`config.mk`:
```
export PLATFORM = sky130hd
export DESIGN_NAME = sram_port_arbiter
export DESIGN_NICKNAME = d
export VERILOG_FILES = /design/src/rtl/sram_port_arbiter.sv
export SDC_FILE = /design/constraint.sdc
export NUM_CORES = 1
export LEC_CHECK = 0
export ABC_AREA = 1
export BUFFER_PORTS_ARGS = -buffer_cell sky130_fd_sc_hd__buf_4
export CORE_AREA = 2 2 121 123
export CTS_CLUSTER_DIAMETER = 120
export CTS_CLUSTER_SIZE = 20
export DETAILED_ROUTE_END_ITERATION = 8
export DIE_AREA = 0 0 123 125
export SETUP_SLACK_MARGIN = 0.2
export SLEW_MARGIN = 10
export SYNTH_ARGS = -nofsm -noshare
export SYNTH_HDL_FRONTEND = slang
export SYNTH_SLANG_ARGS = --single-unit
```
`constraint.sdc`:
```
create_clock -name clk -period 1.5 [get_ports clk]
set_input_delay 0.225 -clock clk [delete_from_list [all_inputs] [get_ports clk]]
set_output_delay 0.225 -clock clk [all_outputs]
set_load 0.01 [all_outputs]
```
`src/rtl/sram_port_arbiter.sv`:
```
// rtl/sram_port_arbiter.sv - instruction/data arbiter in front of one single-port synchronous SRAM
//
// Purpose:
//   Shares a single-port SRAM with 1-cycle read latency between the
//   instruction-side and data-side SRAMx requesters. The data side has
//   priority. An instruction request that keeps losing is forced through
//   after MAX_WAIT lost cycles. kseg0/kseg1 virtual addresses are folded to
//   physical addresses. A one-deep owner pipeline steers each response,
//   one cycle after its grant, back to the side that issued it.
//
// Ports:
//   clk, reset                          clock, synchronous active-high reset
//   i_req/i_wen/i_addr/i_wdata          instruction request (held until i_addr_ok)
//   i_addr_ok/i_data_ok/i_rdata         instruction accept / response
//   d_req/d_wen/d_addr/d_wdata          data request (held until d_addr_ok)
//   d_addr_ok/d_data_ok/d_rdata         data accept / response
//   sram_en/sram_wen/sram_addr/sram_wdata  SRAM command pins
//   sram_rdata                          SRAM read data, valid the cycle after sram_en
module sram_port_arbiter #(
  parameter int MAX_WAIT = 3,
  parameter int CNT_W    = 2
) (
  input  logic        clk,
  input  logic        reset,
  input  logic        i_req,
  input  logic [3:0]  i_wen,
  input  logic [31:0] i_addr,
  input  logic [31:0] i_wdata,
  output logic        i_addr_ok,
  output logic        i_data_ok,
  output logic [31:0] i_rdata,
  input  logic        d_req,
  input  logic [3:0]  d_wen,
  input  logic [31:0] d_addr,
  input  logic [31:0] d_wdata,
  output logic        d_addr_ok,
  output logic        d_data_ok,
  output logic [31:0] d_rdata,
  output logic        sram_en,
  output logic [3:0]  sram_wen,
  output logic [31:0] sram_addr,
  output logic [31:0] sram_wdata,
  input  logic [31:0] sram_rdata
);

  localparam logic [CNT_W-1:0] WAIT_MAX = CNT_W'(MAX_WAIT);

  logic             resp_vld_q, resp_vld_d;
  logic             resp_own_q, resp_own_d;   // 0 = instruction, 1 = data
  logic [CNT_W-1:0] wait_cnt_q, wait_cnt_d;

  logic forced;
  logic grant_i;
  logic grant_d;

  // kseg0 (0x8000_0000) and kseg1 (0xA000_0000) both alias physical 0.
  function automatic logic [31:0] xlate(input logic [31:0] va);
    if (va[31:30] == 2'b10) begin
      xlate = {3'b000, va[28:0]};
    end else begin
      xlate = va;
    end
  endfunction

  // Grants are suppressed while reset is high so nothing reaches the SRAM.
  always_comb begin
    forced  = i_req && (wait_cnt_q == WAIT_MAX);
    grant_d = !reset && d_req && !forced;
    grant_i = !reset && i_req && !(d_req && !forced);
  end

  always_comb begin
    i_addr_ok  = grant_i;
    d_addr_ok  = grant_d;
    sram_en    = grant_i || grant_d;
    sram_wen   = 4'b0000;
    sram_addr  = xlate(i_addr);
    sram_wdata = i_wdata;
    if (grant_d) begin
      sram_wen   = d_wen;
      sram_addr  = xlate(d_addr);
      sram_wdata = d_wdata;
    end else if (grant_i) begin
      sram_wen   = i_wen;
    end
  end

  // Responses: rdata is shared and qualified only by data_ok. Gating with
  // reset drops a response whose grant happened just before reset rose.
  always_comb begin
    i_rdata   = sram_rdata;
    d_rdata   = sram_rdata;
    i_data_ok = !reset && resp_vld_q && !resp_own_q;
    d_data_ok = !reset && resp_vld_q && resp_own_q;
  end

  always_comb begin
    resp_vld_d = grant_i || grant_d;
    resp_own_d = grant_d;
    wait_cnt_d = wait_cnt_q;
    if (!i_req || grant_i) begin
      wait_cnt_d = '0;
    end else if (grant_d && (wait_cnt_q != WAIT_MAX)) begin
      wait_cnt_d = wait_cnt_q + 1'b1;
    end
  end

  always_ff @(posedge clk) begin
    if (reset) begin
      resp_vld_q <= 1'b0;
      resp_own_q <= 1'b0;
      wait_cnt_q <= '0;
    end else begin
      resp_vld_q <= resp_vld_d;
      resp_own_q <= resp_own_d;
      wait_cnt_q <= wait_cnt_d;
    end
  end

endmodule

```
## After elaboration in Yosys (flattened, before gate mapping)

Index checks and enable logic that the tools add are counted.

- Register bits: 4
- Bits in latches: 0
- Bits in writable memories: 0
- Bits in read-only memories: 0
- Bits of input ports: 172
- Output and inout bits: 137
- Word-level logic and storage cells: 32
- Memories kept: 0

- Add/subtract/negate cells: 1
- Multiply operators: 0
- Div/mod/pow operators: 0
- Magnitude comparators: 0
- Equality and inequality tests: 4
- Shifts and indexed selects: 0
- Muxes and demuxes: 6
- Bitwise logic cells: 0
- Reduce and logical (&&, ||, !) cells: 18

Operators by type and width:

| cell | number |
|---|---|
| $mux 32 | 4 |
| $logic_and 1x1->1 | 10 |
| $mux 4 | 2 |
| $eq 2x2->1 const B | 3 |
| $logic_not 1->1 | 5 |
| $add 2x1->2 const B | 1 |
| $logic_or 1x1->1 | 2 |
| $ne 2x2->1 const B | 1 |
| $reduce_or 2->1 | 1 |

## Logic depth before layout (Yosys ltp)

- Depth in word-level cells: 8
- Gate-level depth with buffers: 7
- Mapped depth without buffers: 6

## Least setup slack after synthesis

OpenSTA, ideal clock, no wires.

- Path type: register to output
- Start point: reg wait_cnt_q[0]
- End point: out sram_addr[29]
- Arrival time: 1.255 ns
- Data required time: 1.275 ns
- Slack: 0.020 ns
- Stages on the path, launching flop included: 8
- Path buffers: 1
- Cells stage by stage: dfxtp_1 > ha_1 > nand2_2 > buf_2 > inv_2 > nor2_1 > nand2_1 > nand2_1

- Word-level cells in the longest chain between the ends: 5

Ends and longest elaborated chain:

| element | RTL line | RTL |
|---|---|---|
| start: declaration | 50 | `logic [CNT_W-1:0] wait_cnt_q, wait_cnt_d;` |
| start signal: assignment | 116 | `wait_cnt_q <= wait_cnt_d;` |
| $eq 2x2->1 | 67 | `forced = i_req && (wait_cnt_q == WAIT_MAX);` |
| $logic_and 1x1->1 | 67 |  |
| $logic_not 1->1 | 68 | `grant_d = !reset && d_req && !forced;` |
| $logic_and 1x1->1 | 68 |  |
| via d_addr_ok | 36 | `output logic d_addr_ok,` |
| $mux 32 | 79 | `if (grant_d) begin` |
| end: declaration | 41 | `output logic [31:0] sram_addr,` |

The timed path passes the listed nets, and every way through them passes these cells.

## Worst setup path in the final report

- Start point: reg wait_cnt_q[1]
- End point: out sram_wdata[1]

- Word-level cells in the longest chain between the ends: 5

Ends and longest elaborated chain:

| element | RTL line | RTL |
|---|---|---|
| $eq 2x2->1 | 67 |  |
| $logic_and 1x1->1 | 67 |  |
| $logic_not 1->1 | 68 |  |
| $logic_and 1x1->1 | 68 |  |
| $mux 32 | 79 |  |
| end: declaration | 42 | `output logic [31:0] sram_wdata,` |

Every way passes these cells.

==> flow_metrics.py <==
metrics = {
    "timing": {
        "max_freq_mhz": 619,
        "rsz0062_at_grt": "true",
        "skew_ns": 0.000845,
        "hold_viol": 0,
        "maxSlewHeadroom_pct": 84.3,
        "finalSetupViolCount": 69,
        "fin_crit_sh_pct": 108,
        "tightest_slew_ns": 0.236,
        "timing.final.ws_setup_ns": -0.115,
        "timing.final.crit_period_ns": 1.61,
        "finalMaxSlewViolations": 0,
        "setup_tns_ns": -5.27,
    },
    "hold_path": {
        "holdCritStartpoint": "reset",
        "hold_path.class": "input pin to flip-flop",
        "hold_depth": 2,
    },
    "clock_tree": {
        "clk_latency_ns": 0.22,
        "cts_root_buf": "clkbuf_16",
        "clock_sinks": 4,
        "h-tree-depth": 1,
        "clk_pin_slew_ns": 0.03,
        "numCtsBuffers": 3,
        "clockBufferDepth": 2,
        "cts_tree": "built",
        "hold_buffers": 0,
    },
    "route": {
        "drt_pass1_iterations": 6,
        "routed_wirelength_mm": 8.92,
        "drtIter0Drc": 74,
        "routedWlPerCell_um": 13.5,
        "vias": 2595,
        "ant_nets": 0,
        "drc": 0,
        "viasPerCell": 3.92,
    },
    "logic_synthesis": {
        "synth_top_area_share_pct": 28.8,
        "synth_area_per_cell_um2": 5.52,
        "synth_warnings": 0,
        "ys.flop_type": "dfxtp_1",
        "yosysMostFrequentCell": "nand2_1",
        "yosys_register_bits": 4,
        "synth_cells": 326,
        "synth_nets": 499,
        "seq_area_frac_synth_pct": 4.45,
        "synth.area.top_cells": "nand2_1, buf_4, nand3_1",
        "synth-edff-count": 0,
        "yosys.cell_types.count": 22,
        "yosys.area.top_type": "nand2_1",
        "synth-async-reset-ratio_pct": 0,
        "syn_area_mm2": 0.00180,
        "yosys-top-cells-count": "nand2_1, buf_4, nand3_1",
    },
    "global_route": {
        "grtUsageTotal_pct": 10.2,
        "grt_max_degree": 34,
        "antenna_found_initial": 0,
        "grt_pass1_wl_mm": 12.4,
        "overflow": 0,
        "grt_pass1_vias": 2450,
    },
    "worst_setup_path": {
        "critPathCaptureType": "output pin",
        "path_cells": "ha_4, nand2_8, buf_12, clkbuf_16, nand3_1, nand2_1, buf_4",
        "r2r_end": "resp_own_q",
        "arrival_ns": 1.39,
        "r2r-start": "wait_cnt_q[0]",
        "cp_data_required_time_ns": 1.27,
        "cp-startpoint": "wait_cnt_q[1]",
        "r2r_slack_ns": 0.41,
        "critPathSlowestCell": "dfxtp_2",
        "cp_max_fo": 8,
        "critical_path.startpoint_type": "flip-flop",
        "worstSetupEndpoint": "sram_wdata[1]",
        "cp_slowest_stage_delay_ns": 0.33,
        "critical_path_class": "flip-flop to output pin",
        "ff2ff_path_depth": 6,
    },
    "placed_design": {
        "place_hpwl_mm": 6.39,
        "place_congestion": 0.756,
        "portBuffers": 212,
    },
    "die": {
        "initial_core_util_pct": 12.7,
        "io_pins": 309,
        "std_cell_rows": 44,
        "coreArea_mm2": 0.0142,
        "die_area_mm2": 0.0154,
        "die_x_um": 123,
        "die_y_um": 125,
    },
    "power_and_ir_drop": {
        "power_density_mw_per_mm2": 399,
        "ir_drop_uv": 515,
        "p_leak_nw": 2.09,
    },
    "final_layout": {
        "drive_gt1_share_pct": 65.9,
        "postLayoutCoreUtil_pct": 27.2,
        "nets": 653,
        "area_delta_synth_final_pct": 114,
        "diodes": 0,
    },
    "run": {
        "max-cap-violations": 0,
    },
    "run_status": {
        "status": "finished with violations",
        "violations": "setup timing",
    },
}
-- final cells by class --
cell class / instances / area [um2]
Multi-Input combinational cell: 226 / 1290
Fill cell: 1580 / 10300
Tap cell: 184 / 230
Timing Repair Buffer: 233 / 2120
Sequential cell: 4 / 82.6
Inverter: 12 / 52.6
Clock buffer: 3 / 75.1
-- state kept, by name, indices dropped and copies added, names as in the netlist --
register / flops
wait_cnt_q: 2
resp_own_q: 1
resp_vld_q: 1
-- per-layer routing --
metal / GRT usage, % / wire [um]
met1: 10.9 / 3170
met2: 18.2 / 4450
met3: 4.38 / 1130
met4: 2.47 / 170
met5: 0 / 0
-- cells by family after synthesis --
logic type	count (synthesis)	synth area share, %
fa+ha+maj	1	0.695
compound gates	4	1.11
flops	4	4.45
simple gates	221	55.6
buf+inv	96	38.1
-- critical path: cells and delay by family, from the launching register on --
family / cells / cell delay (ns)
buf+inv: 3 / 0.44
flops: 1 / 0.33
simple gates: 3 / 0.22
fa+ha+maj: 1 / 0.16
-- worst min-delay path by stage --
stage                         end  slack (ns)
finish                 resp_vld_q        0.27
global route           resp_vld_q        0.31
CTS                    resp_vld_q        0.27
detailed placement  wait_cnt_q[0]        0.42
global placement    wait_cnt_q[0]        0.41
floorplan              resp_vld_q        0.34
-- through the flow --
stage	cells	area [um2]	setup WS [ns]	power (W)	hold slack, ns
after floorplan	326	1820	0.187	0.000612	0.336
after global placement	647	3130	0.0670	0.000999	0.412
after detailed placement	647	3130	0.0428	0.00100	0.419
after CTS	656	3530	-0.127	0.00150	0.271
after global routing	662	3860	-0.169	0.00164	0.309
final	662	3860	-0.115	0.00154	0.272
-- power breakdown --
group,switching (W),internal [W]
Clock,0.0000684,0.000340
Sequential,0.00000242,0.000113
Combinational,0.000423,0.000593
-- what timing repair did --
item,4_1_cts,5_1_grt
endpoints found under the setup margin,70,70
cloned,3,4
gates resized for setup,59,58
endpoints found under the hold margin,0,0
pin swaps,4,13
buffers inserted,3,2
-- layout by cell type, fill, tap and decap left out, types with 3 or more instances in the layout --
cell	instances
buf_12	8
buf_16	3
buf_4	178
buf_6	39
clkbuf_16	6
inv_1	9
nand2_1	101
nand2_2	35
nand3_1	40
nand3_2	30
nor2_1	6
Power figures use the tool's default switching activity.
